### config.mk
export PLATFORM = sky130hd
export DESIGN_NAME = multi_cycle_shifter_flat
export DESIGN_NICKNAME = d
export VERILOG_FILES = /design/src/rtl/multi_cycle_shifter_if.sv /design/src/rtl/multi_cycle_shifter.sv /design/src/flat_wrapper.sv
export SDC_FILE = /design/constraint.sdc
export NUM_CORES = 1
export LEC_CHECK = 0
export BUFFER_PORTS_ARGS = -buffer_cell sky130_fd_sc_hd__buf_4
export CORE_ASPECT_RATIO = 0.6
export CORE_UTILIZATION = 25
export CTS_BUF_LIST = sky130_fd_sc_hd__clkbuf_16
export CTS_CLUSTER_SIZE = 20
export DETAILED_ROUTE_END_ITERATION = 6
export SETUP_SLACK_MARGIN = 0.5
export SYNTH_ARGS = -nofsm -noshare
export SYNTH_HDL_FRONTEND = slang
export SYNTH_SLANG_ARGS = --single-unit
### constraint.sdc
create_clock -name clk -period 4.6 [get_ports clk]
set_clock_uncertainty 0.1 [all_clocks]
set_input_delay 0.92 -clock clk [delete_from_list [all_inputs] [get_ports clk]]
set_output_delay 0.92 -clock clk [all_outputs]
set_load 0.05 [all_outputs]
### src/rtl/multi_cycle_shifter_if.sv
// Request/response bundle for multi_cycle_shifter.
// master drives requests, slave returns the result.
interface multi_cycle_shifter_if #(
  parameter int WIDTH = 32
);
  logic             start;
  logic [WIDTH-1:0] dataA;
  logic [WIDTH-1:0] dataB;
  logic [5:0]       Signal;
  logic             busy;
  logic             done;
  logic             err;
  logic [WIDTH-1:0] dataOut;

  modport master (
    output start, dataA, dataB, Signal,
    input  busy, done, err, dataOut
  );

  modport slave (
    input  start, dataA, dataB, Signal,
    output busy, done, err, dataOut
  );
endinterface

### src/rtl/multi_cycle_shifter.sv
// Iterative SLL/SRL/SRA shifter, up to STEP bits per clock.
// Define SHIFTER_ROTATE_EN to add ROL/ROR.
module multi_cycle_shifter #(
  parameter int WIDTH = 32,
  parameter int STEP  = 4
) (
  input  logic                 clk,
  input  logic                 reset,
  multi_cycle_shifter_if.slave bus
);
  localparam int SHW = $clog2(WIDTH);
  localparam logic [SHW:0] STEP_W  = (SHW+1)'(STEP);
`ifdef SHIFTER_ROTATE_EN
  localparam logic [SHW:0] WIDTH_W = (SHW+1)'(WIDTH);
`endif

  localparam logic [5:0] OP_SLL = 6'b000000;
  localparam logic [5:0] OP_SRL = 6'b000010;
  localparam logic [5:0] OP_SRA = 6'b000011;
  localparam logic [5:0] OP_ROL = 6'b000100;
  localparam logic [5:0] OP_ROR = 6'b000110;

  typedef enum logic [1:0] {IDLE, SHIFT, DONE} state_e;

  state_e           state_q;
  logic [WIDTH-1:0] w_q;
  logic [WIDTH-1:0] w_d;
  logic [WIDTH-1:0] out_q;
  logic [SHW:0]     rem_q;
  logic [SHW:0]     k;
  logic [5:0]       op_q;
  logic             ok_q;
  logic             busy_q;
  logic             done_q;
  logic             err_q;
  logic             legal;
  logic             unused_b;

  assign unused_b    = ^bus.dataB[WIDTH-1:SHW];
  assign bus.busy    = busy_q;
  assign bus.done    = done_q;
  assign bus.err     = err_q;
  assign bus.dataOut = out_q;

  always_comb begin
    legal = 1'b0;
    case (bus.Signal)
      OP_SLL, OP_SRL, OP_SRA: legal = 1'b1;
`ifdef SHIFTER_ROTATE_EN
      OP_ROL, OP_ROR:         legal = 1'b1;
`endif
      default:                legal = 1'b0;
    endcase
  end

  always_comb begin
    k   = (rem_q > STEP_W) ? STEP_W : rem_q;
    w_d = w_q;
    case (op_q)
      OP_SLL: w_d = w_q << k;
      OP_SRL: w_d = w_q >> k;
      OP_SRA: w_d = $signed(w_q) >>> k;
`ifdef SHIFTER_ROTATE_EN
      OP_ROL: w_d = (w_q << k) | (w_q >> (WIDTH_W - k));
      OP_ROR: w_d = (w_q >> k) | (w_q << (WIDTH_W - k));
`endif
      default: w_d = w_q;
    endcase
  end

  // Zero-amount and illegal requests still pass one SHIFT edge,
  // so every request reports done no earlier than one cycle in.
  always_ff @(posedge clk) begin
    if (reset) begin
      state_q <= IDLE;
      w_q     <= '0;
      out_q   <= '0;
      rem_q   <= '0;
      op_q    <= '0;
      ok_q    <= 1'b0;
      busy_q  <= 1'b0;
      done_q  <= 1'b0;
      err_q   <= 1'b0;
    end else begin
      case (state_q)
        IDLE: begin
          if (bus.start) begin
            w_q     <= bus.dataA;
            op_q    <= bus.Signal;
            rem_q   <= {1'b0, bus.dataB[SHW-1:0]};
            ok_q    <= legal;
            err_q   <= 1'b0;
            busy_q  <= 1'b1;
            state_q <= SHIFT;
          end
        end
        SHIFT: begin
          w_q   <= w_d;
          rem_q <= rem_q - k;
          if (rem_q <= STEP_W) begin
            state_q <= DONE;
            done_q  <= 1'b1;
            out_q   <= ok_q ? w_d : '0;
            err_q   <= ~ok_q;
          end
        end
        DONE: begin
          state_q <= IDLE;
          done_q  <= 1'b0;
          busy_q  <= 1'b0;
        end
        default: state_q <= IDLE;
      endcase
    end
  end
endmodule

### src/flat_wrapper.sv
// flat-port wrapper written by rule: the top's interface ports become plain ports
module multi_cycle_shifter_flat 
#(
  parameter int WIDTH = 32,
  parameter int STEP  = 4
)
  (clk, reset, bus_start, bus_dataA, bus_dataB, bus_Signal, bus_busy, bus_done, bus_err, bus_dataOut);
  multi_cycle_shifter_if #(.WIDTH(WIDTH)) bus_i ();
  input  logic clk;
  input  logic reset;
  input wire logic [$bits(bus_i.start)-1:0] bus_start;
  input wire logic [$bits(bus_i.dataA)-1:0] bus_dataA;
  input wire logic [$bits(bus_i.dataB)-1:0] bus_dataB;
  input wire logic [$bits(bus_i.Signal)-1:0] bus_Signal;
  output wire logic [$bits(bus_i.busy)-1:0] bus_busy;
  output wire logic [$bits(bus_i.done)-1:0] bus_done;
  output wire logic [$bits(bus_i.err)-1:0] bus_err;
  output wire logic [$bits(bus_i.dataOut)-1:0] bus_dataOut;
  assign bus_i.start = bus_start;
  assign bus_i.dataA = bus_dataA;
  assign bus_i.dataB = bus_dataB;
  assign bus_i.Signal = bus_Signal;
  assign bus_busy = bus_i.busy;
  assign bus_done = bus_i.done;
  assign bus_err = bus_i.err;
  assign bus_dataOut = bus_i.dataOut;
  multi_cycle_shifter #(.WIDTH(WIDTH), .STEP(STEP)) u_core (.clk(clk), .reset(reset), .bus(bus_i));
endmodule
======== Yosys cells after proc, flatten, opt, wreduce, memory -nomap -nowiden ========
Cells that the tools add are included.
operators by class
  add/subtract/negate cells ............... 1
  order comparisons ....................... 2
  eq/ne operators ......................... 8
  shift-type cells ........................ 3
  mux-type cells .......................... 18
  bitwise logic cells ..................... 1
  reduce and logical (&&, ||, !) cells .... 14
operators with widths
  operator            number
  $pmux 32 s3         1
  $mux 32             2
  $pmux 32 s2         1
  $shl 32x6->32       1
  $shr 32x6->32       1
  $sshr 32x6->32      1
  $eq 6x2->1 const B  4
  $logic_not 6->1     2
  $mux 6              2
  $pmux 6 s2          1
  $reduce_and 2->1    6
  $gt 6x3->1 const B  1
  $le 6x3->1 const B  1
  $pmux 1 s2          3
  $reduce_bool 2->1   3
  $sub 6x6->6         1
  $mux 1              5
  $mux 2              2
  $pmux 2 s2          1
  $reduce_and 3->1    1
  $reduce_or 3->1     1
  $eq 2x1->1 const B  1
  $eq 2x2->1 const B  1
  $logic_not 2->1     1
  other kinds (3)     3
storage, ports and cells
  bits in registers ....................... 82
  bits of input ports ..................... 73
  output and inout bits ................... 35
  logic and storage cells ................. 56

======== Logic depth before layout (Yosys ltp) ========
Gate-level depths: netlist (run 1).
  word-level depth ........................ 5
  gate-level depth with buffers ........... 13
  gate-level depth less buffers ........... 8

======== Least setup slack after synthesis (run 1) ========
No wires, ideal clock.
  path type ............................... input-to-reg
  start ................................... in bus_start
  end ..................................... reg u_core.w_q[13]
  library setup time ...................... 71 ps
  data arrival time ....................... 2,383 ps
  required time ........................... 4,429 ps
  slack ................................... 2,046 ps
  stages on the path ...................... 5
  path buffers ............................ 2
  cell sequence ........................... nor3b_1 > clkbuf_1 > clkbuf_1 > a22oi_1 > a21oi_1
between the ends
  word-level cells in the longest chain between the ends .. 2
ends and longest elaborated chain
  item                               line                       text
  from (decl)                        flat_wrapper.sv:11         input wire logic [$bits(bus_i.start)-1:0] bus_start;
  $ne 2x2->1 (no source line)        --
  $reduce_and 2->1 (no source line)  --
  to (signal assigned)               multi_cycle_shifter.sv:88  w_q <= bus.dataA;
  to (signal assigned)               multi_cycle_shifter.sv:98  w_q <= w_d;
  to (decl)                          multi_cycle_shifter.sv:26  logic [WIDTH-1:0] w_q;
Every way passes these cells.
A chain may end at the register's enable or synchronous reset.

======== Final worst setup path (run 1) ========
  start ................................... reg u_core.rem_q[2]
  end ..................................... reg u_core.w_q[10]
between the ends
  word-level cells in the longest chain between the ends .. 5
  elaborated cells on any way between the ends .. 7
  classes of those cells .................. 1 x order compare; 3 x shift; 3 x mux
ends and longest elaborated chain
  item                                    line                       text
  from (decl)                             multi_cycle_shifter.sv:29  logic [SHW:0] rem_q;
  from (signal assigned)                  multi_cycle_shifter.sv:90  rem_q <= {1'b0, bus.dataB[SHW-1:0]};
  from (signal assigned)                  multi_cycle_shifter.sv:99  rem_q <= rem_q - k;
  $gt 6x3->1                              multi_cycle_shifter.sv:57  k = (rem_q > STEP_W) ? STEP_W : rem_q;
  $mux 6 (*)                              multi_cycle_shifter.sv:57
  $sshr 32x6->32 (tied with other cells)  multi_cycle_shifter.sv:62  OP_SRA: w_d = $signed(w_q) >>> k;
  $pmux 32 s3 (*)                         multi_cycle_shifter.sv:59  case (op_q)
  $pmux 32 s2 (*)                         multi_cycle_shifter.sv:85  case (state_q)
Mark *: on every way between the ends. The rest lies on a longest branch, timed or not.

==> run summary, run 1 <==
==============================================================================
Share of layout cells above drive strength 1 ....................       18.75%
Fill count ......................................................         2533
Gate count of the mapped netlist ................................          794
Total GRT Usage .................................................       19.75%
Antenna Cells ...................................................            0
Final hold violations ...........................................            0
Pwr dens ........................................................ 381.4 nW/um2
Proportion of netlist area held by the largest area contributor .       27.29%
DRT Wirelength ..................................................     24560 um
Worst setup path class .......................................... flop to flop
Pin count of the biggest net entering global routing ............           58
Post-route clock period utilization .............................       77.47%
Endpoint of the worst-slack reg-to-reg timing path .............. u_core.w_q[10]
Instance area at placement ......................................     6741 um2
Hold slack ......................................................    0.3520 ns
Post-synth EDFFs ................................................            0
Worst hold path type ............................................ flop to flop
Number of storage elements in the synthesis netlist .............           82
Count of yosys warnings during synthesis ........................            0
Share of the core filled with cells .............................       30.44%
Register area share after synthesis .............................       27.29%
Crit path arrival time ..........................................      3.66 ns
Buffer levels on the longest clock path .........................            2
Area of the core ................................................    23350 um2
Maximum net fanout on the critical path .........................           15
Via-to-Cell Ratio ...............................................        5.920
Global-route wire length before repair ..........................     37310 um
Post-Syn Nets ...................................................          868
Worst Path Required .............................................      4.69 ns
Largest area contributor in the netlist .........................      dfxtp_1
Setup tns final .................................................         0 ns
Total of buffers placed on input and output ports ...............           80
Clock latency on the worst-skew pair ............................      0.35 ns
Met3 demand-to-capacity share in global routing .................       7.116%
Count of boundary I/O pins ......................................          108
Routed len/inst .................................................     21.71 um
Element type at the critical path start .........................         flop
Capturing element type of the critical path .....................         flop
Dpl hpwl ........................................................     16630 um
Post-detailed-route count of antenna-violating nets .............            0
Count of max-cap constraint violations ..........................            0
Average cell area after synthesis ...............................    7.577 um2
Die height ......................................................     122.2 um
Met2 GRT Util ...................................................       24.61%
Startpoint of the worst-slack reg-to-reg timing path ............ u_core.rem_q[2]
Final Total Pwr .................................................   0.002711 W
Via count of the first global-routing pass ......................         6038
Sinks on Clock Net ..............................................           82
Maximum vdd ir drop .............................................    0.2147 mV
Die Footprint ...................................................    24710 um2
Root buffer cell ................................................    clkbuf_16
Final-report setup violation count ..............................            0
Cts hold-fix bufs ...............................................            0
Post-route DRC ..................................................            0
Hold path start ................................................. u_core.bus.dataOut[6]
CTS buffer count ................................................            9
Unrepaired setup endpoints after global routing .................        false
Busiest layer in global routing .................................         met1
Slew of the pin with the lowest slew margin .....................     1.049 ns
Count of pins over their slew limit .............................            0
Area Overhead vs Synth ..........................................       18.16%
Post-route cell area ............................................     7108 um2
Routability congestion estimate from global placement ...........       0.9414
Synth Flop Type .................................................      dfxtp_1
GR met1 Demand/Resource .........................................       30.23%
Slew HR .........................................................       30.04%
Cell leakage power ..............................................     2.479 nW
Post-CTS setup buffers ..........................................            0
Synthesized area ................................................     6016 um2
Clk slew on worst S/H paths .....................................      0.06 ns
Cells resized by post-CTS repair ................................            0
Horizontal extent of the die ....................................     202.3 um
Final layout net count ..........................................          885
Worst hold path depth ...........................................            2
H-tree lvl count ................................................            3
Minimum clock period ............................................     3.564 ns
Starting Density ................................................       25.76%
Hold endpoint ................................................... u_core.bus.dataOut[6]
Outcome ......................................................... finished, final reports clean
Number of placement rows ........................................           43
Post-synthesis async set-or-reset flop share ....................           0%
Worst R2R Path Depth ............................................            6
Routed via count ................................................         6695
Distinct cell type count of the synthesized netlist .............           74
Setup slack of the worst register-to-register path ..............      1.04 ns
Remaining global-route overflow .................................            0
Top cells by area in the synthesized netlist .................... dfxtp_1 27%, nand2_1 5.7%, a21oi_1 5.1%
Drt pass-1 iters ................................................            5
Antenna violations before repair ................................            1
First DRT Iteration DRCs ........................................          884
Clock tree from TritonCTS .......................................         done
Maximum clock frequency .........................................    280.6 MHz
==============================================================================
## report_power, final
group	switching (W)	internal [W]	leakage [nW]	total [W]
clock	0.000318	0.000586	0.177	0.000904
combinational	0.000628	0.000317	1.63	0.000945
sequential	0.000109	0.000753	0.669	0.000863
total	0.00106	0.00166	2.48	0.00271
## routing by layer
metal  up-vias  share of wire (%)
met4         2                1.6
met3        41                 14
li1       3059                  -
met1      3131                 48
met2       462                 36
met5         -              0.053
## cells in the final DEF, fill, tap and decap left out, types with 5 or more instances in the layout
| cell | n |
|---|---|
| o22ai_1 | 9 |
| nor2_1 | 43 |
| a311oi_1 | 7 |
| inv_1 | 9 |
| or3_1 | 7 |
| buf_4 | 98 |
| a21oi_1 | 61 |
| nand4_1 | 6 |
| dfxtp_1 | 81 |
| clkbuf_16 | 9 |
| nor3_1 | 34 |
| a21o_1 | 6 |
| a32o_1 | 6 |
| mux4_2 | 9 |
| o21ai_0 | 59 |
| mux2_2 | 6 |
| o21a_1 | 8 |
| a221o_1 | 6 |
| o31ai_1 | 7 |
| a32oi_1 | 6 |
| a221oi_1 | 5 |
| a211oi_1 | 14 |
| nand3_1 | 34 |
| nand2b_1 | 6 |
| nand2_1 | 91 |
| mux2i_1 | 20 |
| o211ai_1 | 16 |
| and3_1 | 8 |
| o2bb2ai_1 | 5 |
| a22o_1 | 14 |
| a22oi_1 | 31 |
| o21ai_1 | 13 |
| a31oi_1 | 6 |
| nor2b_1 | 6 |
## per-stage QoR
stage	cells	worst slack (ns)
floorplan	794	2.046
global placement	1115	1.308
detailed placement	1115	1.304
CTS	1131	1.282
global route	1131	1.015
finish	1131	1.036
## final cells by class
type	instances	area, um2	area share [%]
Timing Repair Buffer	98	735.7	10.35
Clock inverter	7	141.4	1.989
Multi-Input combinational cell	610	3931	55.31
Inverter	10	37.54	0.5281
Sequential cell	82	1643	23.11
Tap cell	315	394.1	5.545
Clock buffer	9	225.2	3.168
## Yosys cell counts, types with 13 or more instances
master / instances
o211ai_1: 16
a22oi_1: 31
a211oi_1: 14
nand2_1: 91
mux2i_1: 20
a21oi_1: 61
o21ai_0: 59
o21ai_1: 13
a22o_1: 14
buf_2: 20
nand3_1: 34
nor3_1: 34
dfxtp_1: 82
nor2_1: 44
clkbuf_1: 52
## how the worst max path moves through the flow
stage	cells past startpoint	start	end	slack (ns)
2_1_floorplan	5	bus_start	u_core.w_q[13]	2.05
3_3_place_gp	6	u_core.rem_q[2]	u_core.w_q[10]	1.31
3_5_place_dp	6	u_core.rem_q[2]	u_core.w_q[10]	1.30
4_1_cts	6	u_core.rem_q[2]	u_core.w_q[10]	1.28
5_1_grt	6	u_core.rem_q[2]	u_core.w_q[10]	1.01
6_report	6	u_core.rem_q[2]	u_core.w_q[10]	1.04
## logic make-up after synthesis
family | after synthesis | synth area share (%)
and+or+nand+nor | 260 | 21.15
AOI/OAI and AO/OA | 313 | 35.71
buffers and inverters | 102 | 7.758
muxes | 35 | 7.820
adders and majority gates | 1 | 0.2080
other | 1 | 0.06234
DFF | 82 | 27.29
## state kept, by name (all words and copies together), names as in the netlist
register,cells
u_core.w_q,32
u_core.bus.done,1
u_core.bus.dataOut,32
u_core.ok_q,1
u_core.op_q,6
u_core.state_q,2
u_core.bus.busy,1
u_core.rem_q,6
u_core.bus.err,1
## critical path: stages, from the launching register on
cell	delay (ns)
dfxtp_1	0.43
nor4_4	0.71
nand2_1	0.65
o21ai_0	0.50
o21bai_1	0.11
a211oi_1	0.74
o32ai_1	0.16
Note: power is estimated with default switching activity, not from simulation.
==> inputs of run 2 (changes only) <==
--- a/config.mk
+++ b/config.mk
@@ -5,6 +5,7 @@
 export SDC_FILE = /design/constraint.sdc
 export NUM_CORES = 1
 export LEC_CHECK = 0
+export ABC_AREA = 1
 export BUFFER_PORTS_ARGS = -buffer_cell sky130_fd_sc_hd__buf_4
 export CORE_ASPECT_RATIO = 0.6
 export CORE_UTILIZATION = 25
==> constraint.sdc (replaced) <==
create_clock -name clk -period 3.7 [get_ports clk]
set_clock_uncertainty 0.1 [all_clocks]
set_input_delay 0.74 -clock clk [delete_from_list [all_inputs] [get_ports clk]]
set_output_delay 0.74 -clock clk [all_outputs]
set_load 0.05 [all_outputs]
==> run 2 against run 1 <==
Effect of this change:
- fmax grew 26%
- via count grew 1.6%
- register-to-register slack lost 0.17 ns
- critical endpoint is now u_core.w_q[21]
- first-iteration DRC count shrank 4.4%
- combinational power grew 25%
- largest cell class unchanged
- sequential share of layout area grew 0.81 points
- synthesized cell count grew 25%
==> run summary, run 2 <==
=================================================================================================================
Antenna Cells ......................................................................................            0
Post-synthesis simple-gate area fraction ...........................................................       44.77%
Share of layout cells above drive strength 1 .......................................................       12.67%
Post-synthesis xor/xnor area fraction ..............................................................      0.1523%
Post-Syn Nets ......................................................................................         1064
Final-report setup violation count .................................................................            0
Post-synthesis async set-or-reset flop share .......................................................           0%
Buffer levels on the longest clock path ............................................................            2
Capturing element type of the critical path ........................................................         flop
First DRT Iteration DRCs ...........................................................................          845
Dpl hpwl ...........................................................................................     14990 um
Setup tns final ....................................................................................         0 ns
Final layout net count .............................................................................         1111
Pwr dens ........................................................................................... 442.1 nW/um2
Count of max-cap constraint violations .............................................................            0
Element type at the critical path start ............................................................         flop
Cells resized by post-CTS repair ...................................................................            0
Count of boundary I/O pins .........................................................................          108
Minimum clock period ...............................................................................     2.829 ns
Most frequent standard cell in the layout excluding fill and tap cells .............................      nand2_1
Worst Path Required ................................................................................      3.83 ns
Slew HR ............................................................................................       36.33%
Horizontal extent of the die .......................................................................     197.8 um
Outcome ............................................................................................ finished, final reports clean
Clk slew on worst S/H paths ........................................................................      0.06 ns
Root buffer cell ...................................................................................    clkbuf_16
Crit path arrival time .............................................................................      2.96 ns
Die height .........................................................................................     119.5 um
Area Overhead vs Synth .............................................................................       19.32%
Gate count of the mapped netlist ...................................................................          990
Sinks on Clock Net .................................................................................           82
Fraction of synthesized area in multiplexers .......................................................           0%
Final hold violations ..............................................................................            0
Worst setup path class ............................................................................. flop to flop
Maximum vdd ir drop ................................................................................    0.2694 mV
Synthesized area ...................................................................................     5752 um2
Number of storage elements in the synthesis netlist ................................................           82
Via-to-Cell Ratio ..................................................................................        5.038
Post-CTS setup buffers .............................................................................            0
Arithmetic-cell share of the synthesized area counting full adders, half adders and majority gates .      0.2175%
Total of buffers placed on input and output ports ..................................................           80
Top cells by area in the synthesized netlist ....................................................... dfxtp_1 29%, nand2_1 21%, nand3_1 14%
Worst hold path type ............................................................................... flop to flop
Drt pass-1 iters ...................................................................................            6
Distinct cell type count of the synthesized netlist ................................................           43
Routed via count ...................................................................................         6801
Clock latency on the worst-skew pair ...............................................................      0.37 ns
Proportion of netlist area held by the largest area contributor ....................................       28.54%
Dpl ws .............................................................................................    0.9797 ns
Synth Flop Type ....................................................................................      dfxtp_1
Clock tree from TritonCTS ..........................................................................         done
Largest area contributor in the netlist ............................................................      dfxtp_1
Cell leakage power .................................................................................     2.996 nW
Largest family of logic cells by synthesized area .................................................. simple AND/OR/NAND/NOR gates
Antenna violations before repair ...................................................................            0
Area of the core ...................................................................................    22280 um2
Count of pins over their slew limit ................................................................            0
Top library cells by usage in the layout, fill and taps aside ...................................... 327 x nand2_1, 162 x nand3_1, 94 x buf_4
Unrepaired setup endpoints after global routing ....................................................        false
Number of placement rows ...........................................................................           42
Post-synthesis compound-gate area fraction .........................................................       16.18%
H-tree lvl count ...................................................................................            3
Setup slack after layout ...........................................................................    0.8711 ns
Maximum clock frequency ............................................................................    353.5 MHz
Most numerous cell types in the synthesized netlist ................................................ 327 x nand2_1, 162 x nand3_1, 82 x dfxtp_1, 80 x a21oi_1, 74 x inv_1
CTS buffer count ...................................................................................            9
Total GRT Usage ....................................................................................       18.00%
Maximum net fanout on the critical path ............................................................           22
Post-route clock period utilization ................................................................       76.46%
Global-route wire length before repair .............................................................     33400 um
Starting Density ...................................................................................       25.81%
Via count of the first global-routing pass .........................................................         6107
Pin count of the biggest net entering global routing ...............................................           59
Remaining global-route overflow ....................................................................            0
Slew of the pin with the lowest slew margin ........................................................    0.9492 ns
Die Footprint ......................................................................................    23640 um2
Routability congestion estimate from global placement ..............................................       0.9284
DRT Wirelength .....................................................................................     20930 um
Post-synth EDFFs ...................................................................................            0
Routed len/inst ....................................................................................     15.50 um
Post-detailed-route count of antenna-violating nets ................................................            0
Post-route DRC .....................................................................................            0
Register area share after synthesis ................................................................       28.54%
Average cell area after synthesis ..................................................................    5.810 um2
Most common cell in the netlist ....................................................................      nand2_1
Cts hold-fix bufs ..................................................................................            0
Count of yosys warnings during synthesis ...........................................................            0
=================================================================================================================
==> run 2: changes by cell type after synthesis, sizes merged, moves of 19 or more <==
cell    delta
nand2    +240
nand3    +129
inv       +70
nor3      -35
a22oi     -28
nor2      +27
clkbuf    -24
mux2i     -20
a21oi     +19
==> run 2: worst max-delay path, stage by stage, from the launching register on <==
cell and delay, ns:
dfxtp_1 0.32, nor2_1 0.22, nand3_1 0.24, nand2_1 0.49, inv_1 0.55, a22oi_1 0.33, nand3_1 0.22, a21oi_1 0.18
nor2_1 0.05
==> run 2: cell families (layout without fill, tap and decap cells) <==
logic type | after synthesis | in the layout
xor+xnor | 1 | 1
simple gates | 595 | 595
buf+inv | 140 | 192
fa+ha+maj | 1 | 1
flops | 82 | 82
other cells | 1 | 1
compound gates | 170 | 170
==> run 2: path summary, 6_finish.rpt <==
kind                                       startpoint                    end  slack [ns]  cells after the start
worst min register to register  u_core.bus.dataOut[1]  u_core.bus.dataOut[1]        0.37                      2
worst min-delay path            u_core.bus.dataOut[1]  u_core.bus.dataOut[1]        0.37                      2
worst max-delay path                   u_core.op_q[5]         u_core.w_q[21]        0.87                      8
worst max register to register         u_core.op_q[5]         u_core.w_q[21]        0.87                      8
==> run 2: layout make-up <==
class                   count  area, um2
fillers                  2554      15420
multi-input cells         768       3543
flip-flops and latches     82       1642
repair buffers             94      705.7
well taps                 308      385.4
inverters                  82      310.3
clock buffers               9      225.2
clock inverters             7      51.30
==> run 2: where the power goes <==
group          leakage, nW  internal (W)  total, W  switching, W
clock                0.132      0.000458  0.000874      0.000416
combinational         2.19      0.000345   0.00118      0.000835
sequential           0.669      0.000937  0.000981     0.0000439
==> run 2: through the flow <==
| stage | util (%) | hold WS (ns) | cells | instance area, um2 | power (W) |
|---|---|---|---|---|---|
| 2_1_floorplan | - | 0.3584 | 990 | 5752 | 0.001816 |
| 3_3_place_gp | 29.56 | 0.3569 | 1334 | 6586 | 0.002142 |
| 3_5_place_dp | 29.56 | 0.3590 | 1334 | 6586 | 0.002142 |
| 4_1_cts | 30.80 | 0.3690 | 1350 | 6863 | 0.003015 |
| 5_1_grt | 30.80 | 0.3955 | 1350 | 6863 | 0.003213 |
| 6_report | 30.80 | 0.3684 | 1350 | 6863 | 0.003034 |
==> run 2: routing by layer <==
layer	routed length, um	vias up	track usage [%]
li1	-	3353	-
met1	10820	3077	28.83
met2	7733	348	22.84
met3	2128	23	4.666
met4	249	0	4.118
met5	0	-	0
